`src/rtl/stats_pkg.sv`:
```
// Shared types and default widths for the stats scan/compare slice.
package stats_pkg;

    localparam int unsigned DATA_W = 8;
    localparam int unsigned CNT_W  = 8;
    localparam int unsigned SUM_W  = DATA_W + CNT_W;

    typedef enum logic [1:0] {
        IDLE,
        SCAN,
        DIV,
        DONE
    } state_t;

endpackage

```
`src/rtl/stats_scan_ctrl_if.sv`:
```
// Valid/ready sample stream into the stats scan controller.
interface stats_scan_ctrl_if #(
    parameter int unsigned DATA_W = 8
);

    logic              s_valid;
    logic [DATA_W-1:0] s_data;
    logic              s_ready;

    modport master (output s_valid, output s_data, input s_ready);
    modport slave  (input s_valid, input s_data, output s_ready);

endinterface

```
`src/rtl/stats_divider.sv`:
```
// Sequential restoring divider: one quotient bit per cycle, DVD_W cycles per divide.
module stats_divider #(
    parameter int unsigned DVD_W = 16,
    parameter int unsigned DVS_W = 8,
    parameter int unsigned Q_W   = 8
) (
    input  logic             CLK,
    input  logic             RESET,
    input  logic             go,
    input  logic [DVD_W-1:0] dividend,
    input  logic [DVS_W-1:0] divisor,
    output logic             busy,
    output logic             q_valid,
    output logic [Q_W-1:0]   quotient
);

    localparam int unsigned CW = $clog2(DVD_W + 1);

    logic [DVS_W-1:0] rem;
    logic [DVD_W-1:0] quo;
    logic [CW-1:0]    left;
    logic [DVS_W:0]   trial;
    logic             fits;
    logic [DVS_W-1:0] rem_next;
    logic [DVD_W-1:0] quo_next;

    // Remainder stays below the divisor, so DVS_W+1 bits hold every trial value.
    always_comb begin
        trial    = {rem, quo[DVD_W-1]};
        fits     = (trial >= {1'b0, divisor});
        rem_next = fits ? DVS_W'(trial - {1'b0, divisor}) : trial[DVS_W-1:0];
        quo_next = {quo[DVD_W-2:0], fits};
    end

    // Quotient is presented combinationally during the final iteration.
    assign q_valid  = busy && (left == CW'(1));
    assign quotient = quo_next[Q_W-1:0];

    always_ff @(posedge CLK or negedge RESET) begin
        if (!RESET) begin
            rem  <= '0;
            quo  <= '0;
            left <= '0;
            busy <= 1'b0;
        end else if (go && !busy) begin
            rem  <= '0;
            quo  <= dividend;
            left <= CW'(DVD_W);
            busy <= 1'b1;
        end else if (busy) begin
            rem  <= rem_next;
            quo  <= quo_next;
            left <= left - CW'(1);
            if (left == CW'(1))
                busy <= 1'b0;
        end
    end

endmodule

```
`src/rtl/stats_scan_ctrl.sv`:
```
// Max/min compare and run sequencing for the stats result registers.
// Define STATS_AVG_EN to build the accumulator and divider for avg_out.
module stats_scan_ctrl #(
    parameter int unsigned DATA_W = stats_pkg::DATA_W,
    parameter int unsigned CNT_W  = stats_pkg::CNT_W
) (
    input  logic              CLK,
    input  logic              RESET,
    input  logic              start,
    input  logic [CNT_W-1:0]  len,
    stats_scan_ctrl_if.slave  s_if,
    input  logic [DATA_W-1:0] max_cur,
    input  logic [DATA_W-1:0] min_cur,
    output logic [DATA_W-1:0] max_next,
    output logic              max_load,
    output logic [DATA_W-1:0] min_next,
    output logic              min_load,
    output logic [DATA_W-1:0] avg_out,
    output logic              busy,
    output logic              done
);

    import stats_pkg::*;

    state_t           state;
    logic [CNT_W-1:0] len_q;
    logic [CNT_W-1:0] cnt;
    logic             first;
    logic             ready_q;
    logic             xfer;
    logic             last;

    assign s_if.s_ready = ready_q;
    assign xfer         = s_if.s_valid & ready_q;
    assign last         = xfer && (cnt == len_q - CNT_W'(1));

    // Zero-latency compare so the result registers load on the transfer edge.
    always_comb begin
        max_next = '0;
        min_next = '0;
        max_load = 1'b0;
        min_load = 1'b0;
        if (xfer) begin
            max_next = s_if.s_data;
            min_next = s_if.s_data;
            max_load = first | (s_if.s_data > max_cur);
            min_load = first | (s_if.s_data < min_cur);
        end
    end

`ifdef STATS_AVG_EN
    localparam int unsigned SUM_W = DATA_W + CNT_W;

    logic [SUM_W-1:0]  sum;
    logic [SUM_W-1:0]  sum_next;
    logic              div_busy;
    logic              q_valid;
    logic [DATA_W-1:0] quot;

    assign sum_next = sum + SUM_W'(s_if.s_data);

    // Divider starts on the last transfer with the sum including that sample.
    stats_divider #(
        .DVD_W (SUM_W),
        .DVS_W (CNT_W),
        .Q_W   (DATA_W)
    ) u_div (
        .CLK      (CLK),
        .RESET    (RESET),
        .go       (last),
        .dividend (sum_next),
        .divisor  (len_q),
        .busy     (div_busy),
        .q_valid  (q_valid),
        .quotient (quot)
    );
`else
    assign avg_out = '0;
`endif

    always_ff @(posedge CLK or negedge RESET) begin
        if (!RESET) begin
            state   <= IDLE;
            len_q   <= '0;
            cnt     <= '0;
            first   <= 1'b0;
            ready_q <= 1'b0;
            busy    <= 1'b0;
            done    <= 1'b0;
`ifdef STATS_AVG_EN
            sum     <= '0;
            avg_out <= '0;
`endif
        end else begin
            done <= 1'b0;
            case (state)
                IDLE: begin
                    if (start) begin
                        busy <= 1'b1;
                        if (len != '0) begin
                            len_q   <= len;
                            cnt     <= '0;
                            first   <= 1'b1;
                            ready_q <= 1'b1;
                            state   <= SCAN;
`ifdef STATS_AVG_EN
                            sum     <= '0;
`endif
                        end else begin
                            state <= DONE;
                            done  <= 1'b1;
`ifdef STATS_AVG_EN
                            avg_out <= '0;
`endif
                        end
                    end
                end
                SCAN: begin
                    if (xfer) begin
                        cnt   <= cnt + CNT_W'(1);
                        first <= 1'b0;
`ifdef STATS_AVG_EN
                        sum   <= sum_next;
`endif
                        if (last) begin
                            ready_q <= 1'b0;
`ifdef STATS_AVG_EN
                            state   <= DIV;
`else
                            state   <= DONE;
                            done    <= 1'b1;
`endif
                        end
                    end
                end
                DIV: begin
`ifdef STATS_AVG_EN
                    if (div_busy && q_valid) begin
                        avg_out <= quot;
                        state   <= DONE;
                        done    <= 1'b1;
                    end
`else
                    state <= IDLE;
                    busy  <= 1'b0;
`endif
                end
                DONE: begin
                    state <= IDLE;
                    busy  <= 1'b0;
                end
                default: begin
                    state <= IDLE;
                    busy  <= 1'b0;
                end
            endcase
        end
    end

endmodule

```
`src/flat_wrapper.sv`:
```
// flat-port wrapper written by rule: the top's interface ports become plain ports
module stats_scan_ctrl_flat import stats_pkg::*;
#(
    parameter int unsigned DATA_W = stats_pkg::DATA_W,
    parameter int unsigned CNT_W  = stats_pkg::CNT_W
)
  (CLK, RESET, start, len, max_cur, min_cur, max_next, max_load, min_next, min_load, avg_out, busy, done, s_if_s_valid, s_if_s_data, s_if_s_ready);
  stats_scan_ctrl_if #(.DATA_W(DATA_W)) s_if_i ();
  input  logic CLK;
  input  logic RESET;
  input  logic start;
  input  logic [CNT_W-1:0] len;
  input  logic [DATA_W-1:0] max_cur;
  input  logic [DATA_W-1:0] min_cur;
  output logic [DATA_W-1:0] max_next;
  output logic max_load;
  output logic [DATA_W-1:0] min_next;
  output logic min_load;
  output logic [DATA_W-1:0] avg_out;
  output logic busy;
  output logic done;
  input wire logic [$bits(s_if_i.s_valid)-1:0] s_if_s_valid;
  input wire logic [$bits(s_if_i.s_data)-1:0] s_if_s_data;
  output wire logic [$bits(s_if_i.s_ready)-1:0] s_if_s_ready;
  assign s_if_i.s_valid = s_if_s_valid;
  assign s_if_i.s_data = s_if_s_data;
  assign s_if_s_ready = s_if_i.s_ready;
  stats_scan_ctrl #(.DATA_W(DATA_W), .CNT_W(CNT_W)) u_core (.CLK(CLK), .RESET(RESET), .start(start), .len(len), .s_if(s_if_i), .max_cur(max_cur), .min_cur(min_cur), .max_next(max_next), .max_load(max_load), .min_next(min_next), .min_load(min_load), .avg_out(avg_out), .busy(busy), .done(done));
endmodule
```
`config.mk`:
```
export PLATFORM = sky130hd
export DESIGN_NAME = stats_scan_ctrl_flat
export DESIGN_NICKNAME = d
export VERILOG_FILES = /design/src/rtl/stats_pkg.sv /design/src/rtl/stats_scan_ctrl_if.sv /design/src/rtl/stats_divider.sv /design/src/rtl/stats_scan_ctrl.sv /design/src/flat_wrapper.sv
export SDC_FILE = /design/constraint.sdc
export NUM_CORES = 1
export LEC_CHECK = 0
export BUFFER_PORTS_ARGS = -buffer_cell sky130_fd_sc_hd__buf_2
export CAP_MARGIN = 30
export CORE_UTILIZATION = 55
export CTS_BUF_LIST = sky130_fd_sc_hd__clkbuf_8
export DETAILED_ROUTE_END_ITERATION = 12
export GPL_ROUTABILITY_DRIVEN = 0
export PLACE_DENSITY = 0.88
export SYNTH_ARGS = -nofsm -noshare
export SYNTH_HDL_FRONTEND = slang
export SYNTH_HIERARCHICAL = 1
export SYNTH_SLANG_ARGS = --single-unit
```
`constraint.sdc`:
```
create_clock -name CLK -period 4 [get_ports CLK]
set_input_delay 1 -clock CLK [delete_from_list [all_inputs] [get_ports CLK]]
set_output_delay 1 -clock CLK [all_outputs]
set_load 0.02 [all_outputs]
```
# --- Word level (Yosys, flattened, before mapping) ---
# Index checks and enable logic that the tools add are counted.
word_totals:
  output_inout_bits: 29
  register_bits: 22
  word_cells: 59
  inputBits: 36
classes:
  bitwise: 3
  n_reduce_logical: 11
  n_eq_ne: 8
  n_addsub: 2
  mux: 26
  n_lt_le_gt_ge: 2
ops:
  columns: ["cell", "n"]
  rows:
  - ["2-to-1 mux 8 bit", 4]
  - ["case mux 8 bit (2 select lines)", 1]
  - ["2-to-1 mux 1 bit", 12]
  - ["adder 8 x 1 -> 8 bit, second input constant", 1]
  - ["== test 8 bit", 1]
  - ["> comparator 8 bit", 1]
  - ["less-than comparator 8 bit", 1]
  - ["2-to-1 mux 2 bit", 4]
  - ["case mux 1 bit (2 select lines)", 4]
  - ["nonzero test 8 bit", 1]
  - ["subtractor 8 x 1 -> 8 bit, second input constant", 1]
  - ["inequality test 2 x 1 -> 1 bit, second input constant", 3]
  - ["case mux 2 bit (3 select lines)", 1]
  - ["AND reduction 3 bit", 2]
  - ["AND reduction 5 bit", 1]
  - ["== test 2 bit, second input constant", 2]
  - ["AND reduction 4 bit", 1]
  - ["nonzero test 2 bit", 2]
  - ["== test 2 x 1 -> 1 bit, second input constant", 1]
  - ["zero test 2 bit", 1]
  - ["inequality test 2 bit, second input constant", 1]
  - ["bitwise OR 1 bit", 2]
  - ["AND reduction 2 bit", 1]
  - ["OR reduction 2 bit", 1]
  - ["other kinds (2)", 2]

# --- Depth between registers and ports, before layout ---
# Gate-level depths: netlist of run 1.
logic_depth:
  depth_word: 6
  mapped_depth: 7
  mapped_depth_nobuf: 7

# --- Worst setup path before layout of run 1 ---
# No wires, ideal clock.
synth_timing:
  path_type: "input -> output"
  from: "input min_cur[5]"
  to: "output min_load"
  arrival_ps: 2106
  slack_ps: 894
  cell_stages: 6
  path_cell_list: "inv_1 ha_1 a21o_1 a211oi_1 o21ai_1 a21oi_1"
synth_between:
  elab_chain_cells: 3
synth_lines:
  columns: ["element", "line_no", "text"]
  rows:
  - ["from (decl)", "flat_wrapper.sv:14", "input logic [DATA_W-1:0] min_cur;"]
  - ["less-than comparator 8 bit", "stats_scan_ctrl.sv:47", "min_load = first | (s_if.s_data < min_cur);"]
  - ["bitwise OR 1 bit", "stats_scan_ctrl.sv:47", null]
  - ["2-to-1 mux 1 bit", "stats_scan_ctrl.sv:43", "if (xfer) begin"]
  - ["to (decl)", "flat_wrapper.sv:18", "output logic min_load;"]
# Every way passes these cells.

# --- Worst setup path in the final report of run 1 ---
# Same ends and word-level chain as after synthesis.

==> summary.md, run 1 <==
| Metric | Value |
|---|---|
| Total global-route track usage | `23.2%` |
| Worst setup path startpoint | `min_cur[5]` |
| Most common cell after layout, fill and taps aside | `buf_2` |
| Hpwl dp | `about 3000 µm` |
| Slowest cell on crit path | `ha_1` |
| DIE AREA | `3430 µm²` |
| Core area | `3050 µm²` |
| DIE HEIGHT | `58.5 µm` |
| Post-synth EDFFs | `0` |
| CP delay by family, top | `compound AO/OA/AOI/OAI gates` |
| Post-synth ARST share | `100%` |
| Placed Cells | `288` |
| Final net count | `302` |
| CTS buffer count | `3` |
| Fin area | `2040 µm²` |
| Cells after Synth | `between 200 and 250` |
| Clock slew at reported path FFs | `0.07 ns` |
| Met3 WL | `about 130 µm` |
| Largest net degree at the start of global routing | `23` |
| Slew Viols, Final | `0` |
| YS warnings | `6` |
| Static Leak | `between 1 and 1.5 nW` |
| Maxcap violations | `0` |
| Rows | `20` |
| Vias | `about 1500` |
| Grt ovf | `0` |
| RSZ-0062 raised after global routing | `false` |
| Worst R2R End | `u_core/len_q[5]` |
| Relative slew margins | `67.2%` |
| Worst skew pair latency | `0.27 ns` |
| Cells along the critical path | `buf_2 -> inv_1 -> ha_1 -> a21o_1 -> a211oi_1 -> o21ai_1 -> a21oi_1 -> buf_2` |
| TritonRoute pass-1 iters | `4` |
| Final ANT Viol Nets | `0` |
| Dpl ws | `0.721 ns` |
| Die X | `around 60 µm` |
| Hold-fix buffers, CTS | `0` |
| Final WS setup | `0.679 ns` |
| Final Hold Viols | `0` |
| Cts repair resizes | `0` |
| Postcts setup bufs | `0` |
| Post-DP Area | `slightly below 2000 µm²` |
| Final wirelength | `3750 µm` |
| Critical register-to-register path startpoint | `u_core/state[0]` |
| Stages on worst setup path | `8` |
| Peak per-stage delay on the critical path | `0.32 ns` |
| Via/cell ratio | `5.27` |
| H-Tree Level Count | `1` |
| Cell Area, Synth | `1760 µm²` |
| Worst-Margin Slew | `0.480 ns` |
| CTS Buffer Depth | `2` |
| Critical Path End Type | `primary output` |
| # DRC | `0` |
| Vias in the first global route | `~1400` |
| WP data required | `~3 ns` |
| PortBufs | `56` |
| Power Dens Cells | `roughly 550 nW/µm²` |
| CTS tree | `done` |
| Period minus WS final | `3.32 ns` |
| Arrival time at the worst endpoint | `2.32 ns` |
| Critical Setup Path Class | `primary input to primary output` |
| Worst VDD drop | `between 300 and 400 µV` |
| Num Clock Sinks | `22` |
| Tcrit/Tclk final | `83.0%` |
| WP buf/inv | `3` |
| Status | `complete, no violations` |
| DRT iter0 DRCs | `just over 40` |
| Maximum operating frequency | `around 0.3 GHz` |
| # IOs | `65` |
| CP most frequent cell | `buf_2` |
| Mean post-synth cell area | `slightly below 9 µm²` |
| Global-route wire length before repair | `6100 µm` |
| CP Launch Type | `primary input` |
| Setup violations, final | `0` |
| Critical Path End | `min_load` |
| Primary FF master, synth | `dfrtp_1` |
| Layout cells sized above 1 | `26.2%` |
| Top layer reached by signal wires | `met4` |
| Syn-to-layout area delta | `15.8%` |
| Wire length on met2 | `1810 µm` |
| Setup TNS | `0 ns` |
| Diodes inserted | `0` |
| Root buffer cell | `clkbuf_8` |
| Peak fanout along the critical path | `2` |
| R2R depth | `5` |
| Layout Cells excl Fill | `292` |
| Initial core utilization | `57.6%` |
| R2r setup slk | `around 2.0 ns` |
| Register area share after synthesis | `31.3%` |
| Mean routed wirelength per cell | `12.8 µm` |
| Metal1 wirelength | `1750 µm` |
| Clock Skew | `between 0.006 and 0.007 ns` |
| Initial antenna violation count | `0` |
| Distinct cell type count after synthesis | `38` |
| Most frequent cells in the layout | `buf_2 (56), inv_1 (22), dfrtp_1 (22)` |
| Worst Hold Class | `register to register` |
| #FFs+latches synth | `22` |
==> where the power goes <==
group	total [mW]	leakage (nW)	internal [mW]	switching, mW
Sequential	0.447	0.271	0.311	0.136
Combinational	0.505	0.799	0.242	0.264
Clock	0.160	0.0288	0.0878	0.0718
==> routing by layer <==
layer,up-vias,global-route usage (%)
li1,769,-
met1,720,30.3
met2,43,38.9
met3,6,4.84
met4,0,7.14
met5,-,0
==> worst min-delay path by stage <==
stage                             from      endpoint  slack, ns  cells after the start
after floorplan           u_core/first  u_core/first       0.47                      1
after global placement     u_core/busy   u_core/busy       0.48                      2
after detailed placement   u_core/busy   u_core/busy       0.49                      2
after CTS                  u_core/busy   u_core/busy       0.50                      2
after global routing      u_core/first  u_core/first       0.54                      1
final                      u_core/busy   u_core/busy       0.50                      2
==> worst min-delay path: cells and delay by family, from the launching register on <==
family	cells	cell delay (ns)
DFF	1	0.34
and+or+nand+nor	2	0.12
==> through the flow <==
step           utilization [%]  hold WS, ns  power [mW]
2_1_floorplan                -        0.473       0.837
3_3_place_gp              64.5        0.483       0.930
3_5_place_dp              64.9        0.487       0.950
4_1_cts                   66.7        0.504        1.11
5_1_grt                   66.7        0.544        1.20
6_report                  66.7        0.497        1.11
==> sequential cells by signal, indices dropped and copies added, names as in the netlist <==
signal               flops
u_core/s_if.s_ready      1
u_core/len_q             8
u_core/done              1
u_core/state             2
u_core/busy              1
u_core/first             1
u_core/cnt               8
==> layout make-up <==
| type | count | area (µm²) |
|---|---|---|
| Tap cell | 44 | 55.1 |
| Sequential cell | 22 | 551 |
| Fill cell | 261 | 1020 |
| Inverter | 22 | 82.6 |
| Timing Repair Buffer | 57 | 292 |
| Multi-Input combinational cell | 143 | 1000 |
| Clock buffer | 4 | 55.1 |
==> cell families after synthesis <==
| family | synth area share (%) |
|---|---|
| AND/OR/NAND/NOR | 18.5 |
| buffers and inverters | 13.2 |
| AO/OA/AOI/OAI | 13.3 |
| flip-flops | 31.3 |
| adder cells (fa/ha/maj) | 12.1 |
| XOR/XNOR | 7.47 |
| multiplexers | 3.84 |
| other | 0.213 |
==> cells in the mapped netlist, types with 6 or more instances <==
cell,instances,share of area [%]
nand2_1,10,2.1
a21o_1,6,2.6
a21oi_1,7,2.0
xnor2_1,11,5.5
dfrtp_1,22,31
inv_1,22,4.7
nor2_1,15,3.2
ha_1,17,12
and3_1,7,2.5
buf_4,16,6.8
nand3_1,7,2.0
Note: power is estimated with default switching activity, not from simulation.
==> run 2, diff against run 1 <==
--- a/config.mk
+++ b/config.mk
@@ -7,11 +7,11 @@
 export LEC_CHECK = 0
 export BUFFER_PORTS_ARGS = -buffer_cell sky130_fd_sc_hd__buf_2
 export CAP_MARGIN = 30
-export CORE_UTILIZATION = 55
+export CORE_UTILIZATION = 46
 export CTS_BUF_LIST = sky130_fd_sc_hd__clkbuf_8
 export DETAILED_ROUTE_END_ITERATION = 12
 export GPL_ROUTABILITY_DRIVEN = 0
-export PLACE_DENSITY = 0.88
+export PLACE_DENSITY = 0.78
 export SYNTH_ARGS = -nofsm -noshare
 export SYNTH_HDL_FRONTEND = slang
 export SYNTH_HIERARCHICAL = 1
==> constraint.sdc (replaced) <==
create_clock -name CLK -period 2.9 [get_ports CLK]
set_input_delay 0.725 -clock CLK [delete_from_list [all_inputs] [get_ports CLK]]
set_output_delay 0.725 -clock CLK [all_outputs]
set_load 0.02 [all_outputs]
==> run 2 against run 1 <==
  * Clock skew shrank 0.0035 ns
  * Clock power grew 39%
  * Hold slack lost 0.091 ns
  * Sequential cell count is the same
  * Sequential share of layout area shrank 0.12 points
  * Total power grew 39%
  * Critical endpoint is now max_load
  * Largest cell class unchanged
==> summary.md, run 2 (synthesized netlist as in run 1, its figures left out) <==
| Metric | Value |
|---|---|
| Critical Path End Type | `primary output` |
| Top layer reached by signal wires | `met4` |
| TritonRoute pass-1 iters | `4 (unchanged)` |
| CTS buffer count | `3 (unchanged)` |
| CP Launch Type | `primary input` |
| RSZ-0062 raised after global routing | `false` |
| Wire length on met2 | `1760 µm (-3.1%)` |
| Hold-fix buffers, CTS | `0 (unchanged)` |
| CTS tree | `done` |
| Vias in the first global route | `1413 (-1.7%)` |
| Final wirelength | `3620 µm (-3.5%)` |
| # fillers | `333 (+28%)` |
| Power Dens Cells | `754 nW/µm² (+38%)` |
| Peak fanout along the critical path | `2 (unchanged)` |
| Met3 WL | `173 µm (+36%)` |
| Core area | `3660 µm² (+20%)` |
| Mean routed wirelength per cell | `12.2 µm (-5.1%)` |
| Most common cell after layout, fill and taps aside | `buf_2` |
| Arrival time at the worst endpoint | `1.97 ns (-0.35 ns)` |
| Global-route wire length before repair | `6150 µm (+0.79%)` |
| Initial antenna violation count | `0 (unchanged)` |
| Total global-route track usage | `18.8% (-4.4 points)` |
| Worst Hold Class | `primary input to async pin` |
| DIE AREA | `4070 µm² (+19%)` |
| PortBufs | `56 (unchanged)` |
| CTS Buffer Depth | `2 (unchanged)` |
| Largest net degree at the start of global routing | `23 (unchanged)` |
| Hpwl dp | `2870 µm (-3.9%)` |
| Status | `complete, no violations` |
| Clock Skew | `0.00264 ns (-0.00353 ns)` |
| Setup violations, final | `0 (unchanged)` |
| WP data required | `2.17 ns (-0.83 ns)` |
| Slowest cell on crit path | `ha_1` |
| R2r setup slk | `0.89 ns (-1.07 ns)` |
| Relative slew margins | `64.5% (-2.7 points)` |
| Metal1 wirelength | `1660 µm (-5.3%)` |
| Vias | `1504 (-2.2%)` |
| Diodes inserted | `0 (unchanged)` |
| Final ANT Viol Nets | `0 (unchanged)` |
| Slew Viols, Final | `0 (unchanged)` |
| Most frequent cells in the layout | `buf_2 (56), inv_1 (22), dfrtp_1 (22)` |
| Root buffer cell | `clkbuf_8` |
| Critical register-to-register path startpoint | `u_core/len_q[0]` |
| Worst skew pair latency | `0.26 ns (about the same)` |
| Via/cell ratio | `5.06 (-3.9%)` |
| H-Tree Level Count | `1 (unchanged)` |
| Rows | `22 (+10%)` |
| Worst VDD drop | `430 µV (+21%)` |
| Num Clock Sinks | `22 (unchanged)` |
| Layout cells sized above 1 | `26.5% (+0.30 points)` |
| Cells along the critical path | `buf_2 -> inv_1 -> ha_1 -> a21o_1 -> a21oi_1 -> nand2b_1 -> o21ai_0 -> a21oi_1 -> buf_2` |
| Initial core utilization | `48.0% (-9.6 points)` |
| Worst-Margin Slew | `0.519 ns (+0.0395 ns)` |
| Setup TNS | `0 ns (unchanged)` |
| Period minus WS final | `2.69 ns` |
| Final net count | `303 (+0.33%)` |
| DRT iter0 DRCs | `109 (+170%)` |
| Die X | `63.8 µm (+9.0%)` |
| DIE HEIGHT | `63.8 µm (+9.0%)` |
| Postcts setup bufs | `0 (unchanged)` |
| # IOs | `65 (unchanged)` |
| R2R depth | `5 (unchanged)` |
| Worst R2R End | `u_core/s_if.s_ready` |
| Critical Setup Path Class | `primary input to primary output` |
| Static Leak | `1.10 nW (+0.43%)` |
| Maxcap violations | `0 (unchanged)` |
| Final Hold Viols | `0 (unchanged)` |
| Grt ovf | `0 (unchanged)` |
| Tcrit/Tclk final | `~90%` |
| Peak per-stage delay on the critical path | `0.30 ns (-0.02 ns)` |
| Post-layout util | `55.8% (-11 points)` |
| Syn-to-layout area delta | `16.3%` |
| Cts repair resizes | `0 (unchanged)` |
| Largest registers | `u_core/cnt: 8 flops, u_core/len_q: 8 flops, u_core/state: 2 flops` |
| # DRC | `0 (unchanged)` |
| Clock slew at reported path FFs | `0.08 ns (about the same)` |
| Maximum operating frequency | `0.372 GHz` |
[run 2: through the flow]
step	power (mW)	hold slack, ns	area [µm²]	instances	worst slack [ns]
4_1_cts	1.54	0.423	2040	297	0.211
2_1_floorplan	1.15	0.429	1780	209	0.344
3_3_place_gp	1.29	0.484	1990	293	0.225
3_5_place_dp	1.31	0.484	1990	293	0.216
6_report	1.54	0.406	2040	297	0.210
5_1_grt	1.65	0.447	2040	297	0.0626
[run 2: final cells by class]
type	instances	area [µm²]	share of cell area, %
clock buffers	4	55.1	2.69
inverters	22	82.6	4.04
multi-input cells	143	1000	49.0
flip-flops and latches	22	551	26.9
well taps	48	60.1	2.94
repair buffers	58	295	14.4
[run 2: metal layers]
metal / vias to the layer above / GRT usage (%)
met2: 57 / 33.4
met3: 4 / 3.21
li1: 764 / -
met4: 0 / 3.41
met1: 679 / 23.9
met5: - / 0
[run 2: worst max path at each step]
stage	cells after the start	endpoint	from	slack, ns
finish	9	max_load	max_cur[6]	0.21
CTS	9	max_load	max_cur[6]	0.21
detailed placement	9	max_load	max_cur[6]	0.22
global placement	7	min_load	s_if_s_data[5]	0.22
floorplan	6	min_load	min_cur[5]	0.34
global route	9	max_load	max_cur[6]	0.06
[run 2: report_power, final]
| part | total, mW | switching, mW | internal (mW) |
|---|---|---|---|
| Clock | 0.223 | 0.102 | 0.121 |
| Combinational | 0.695 | 0.361 | 0.335 |
| Sequential | 0.622 | 0.194 | 0.428 |
| Total | 1.54 | 0.657 | 0.884 |
[run 2: worst max-delay path: cells and delay by family]
| family | cells | cell delay [ns] |
|---|---|---|
| compound gates | 4 | 0.60 |
| fa+ha+maj | 1 | 0.30 |
| buf+inv | 3 | 0.27 |
| simple gates | 1 | 0.07 |
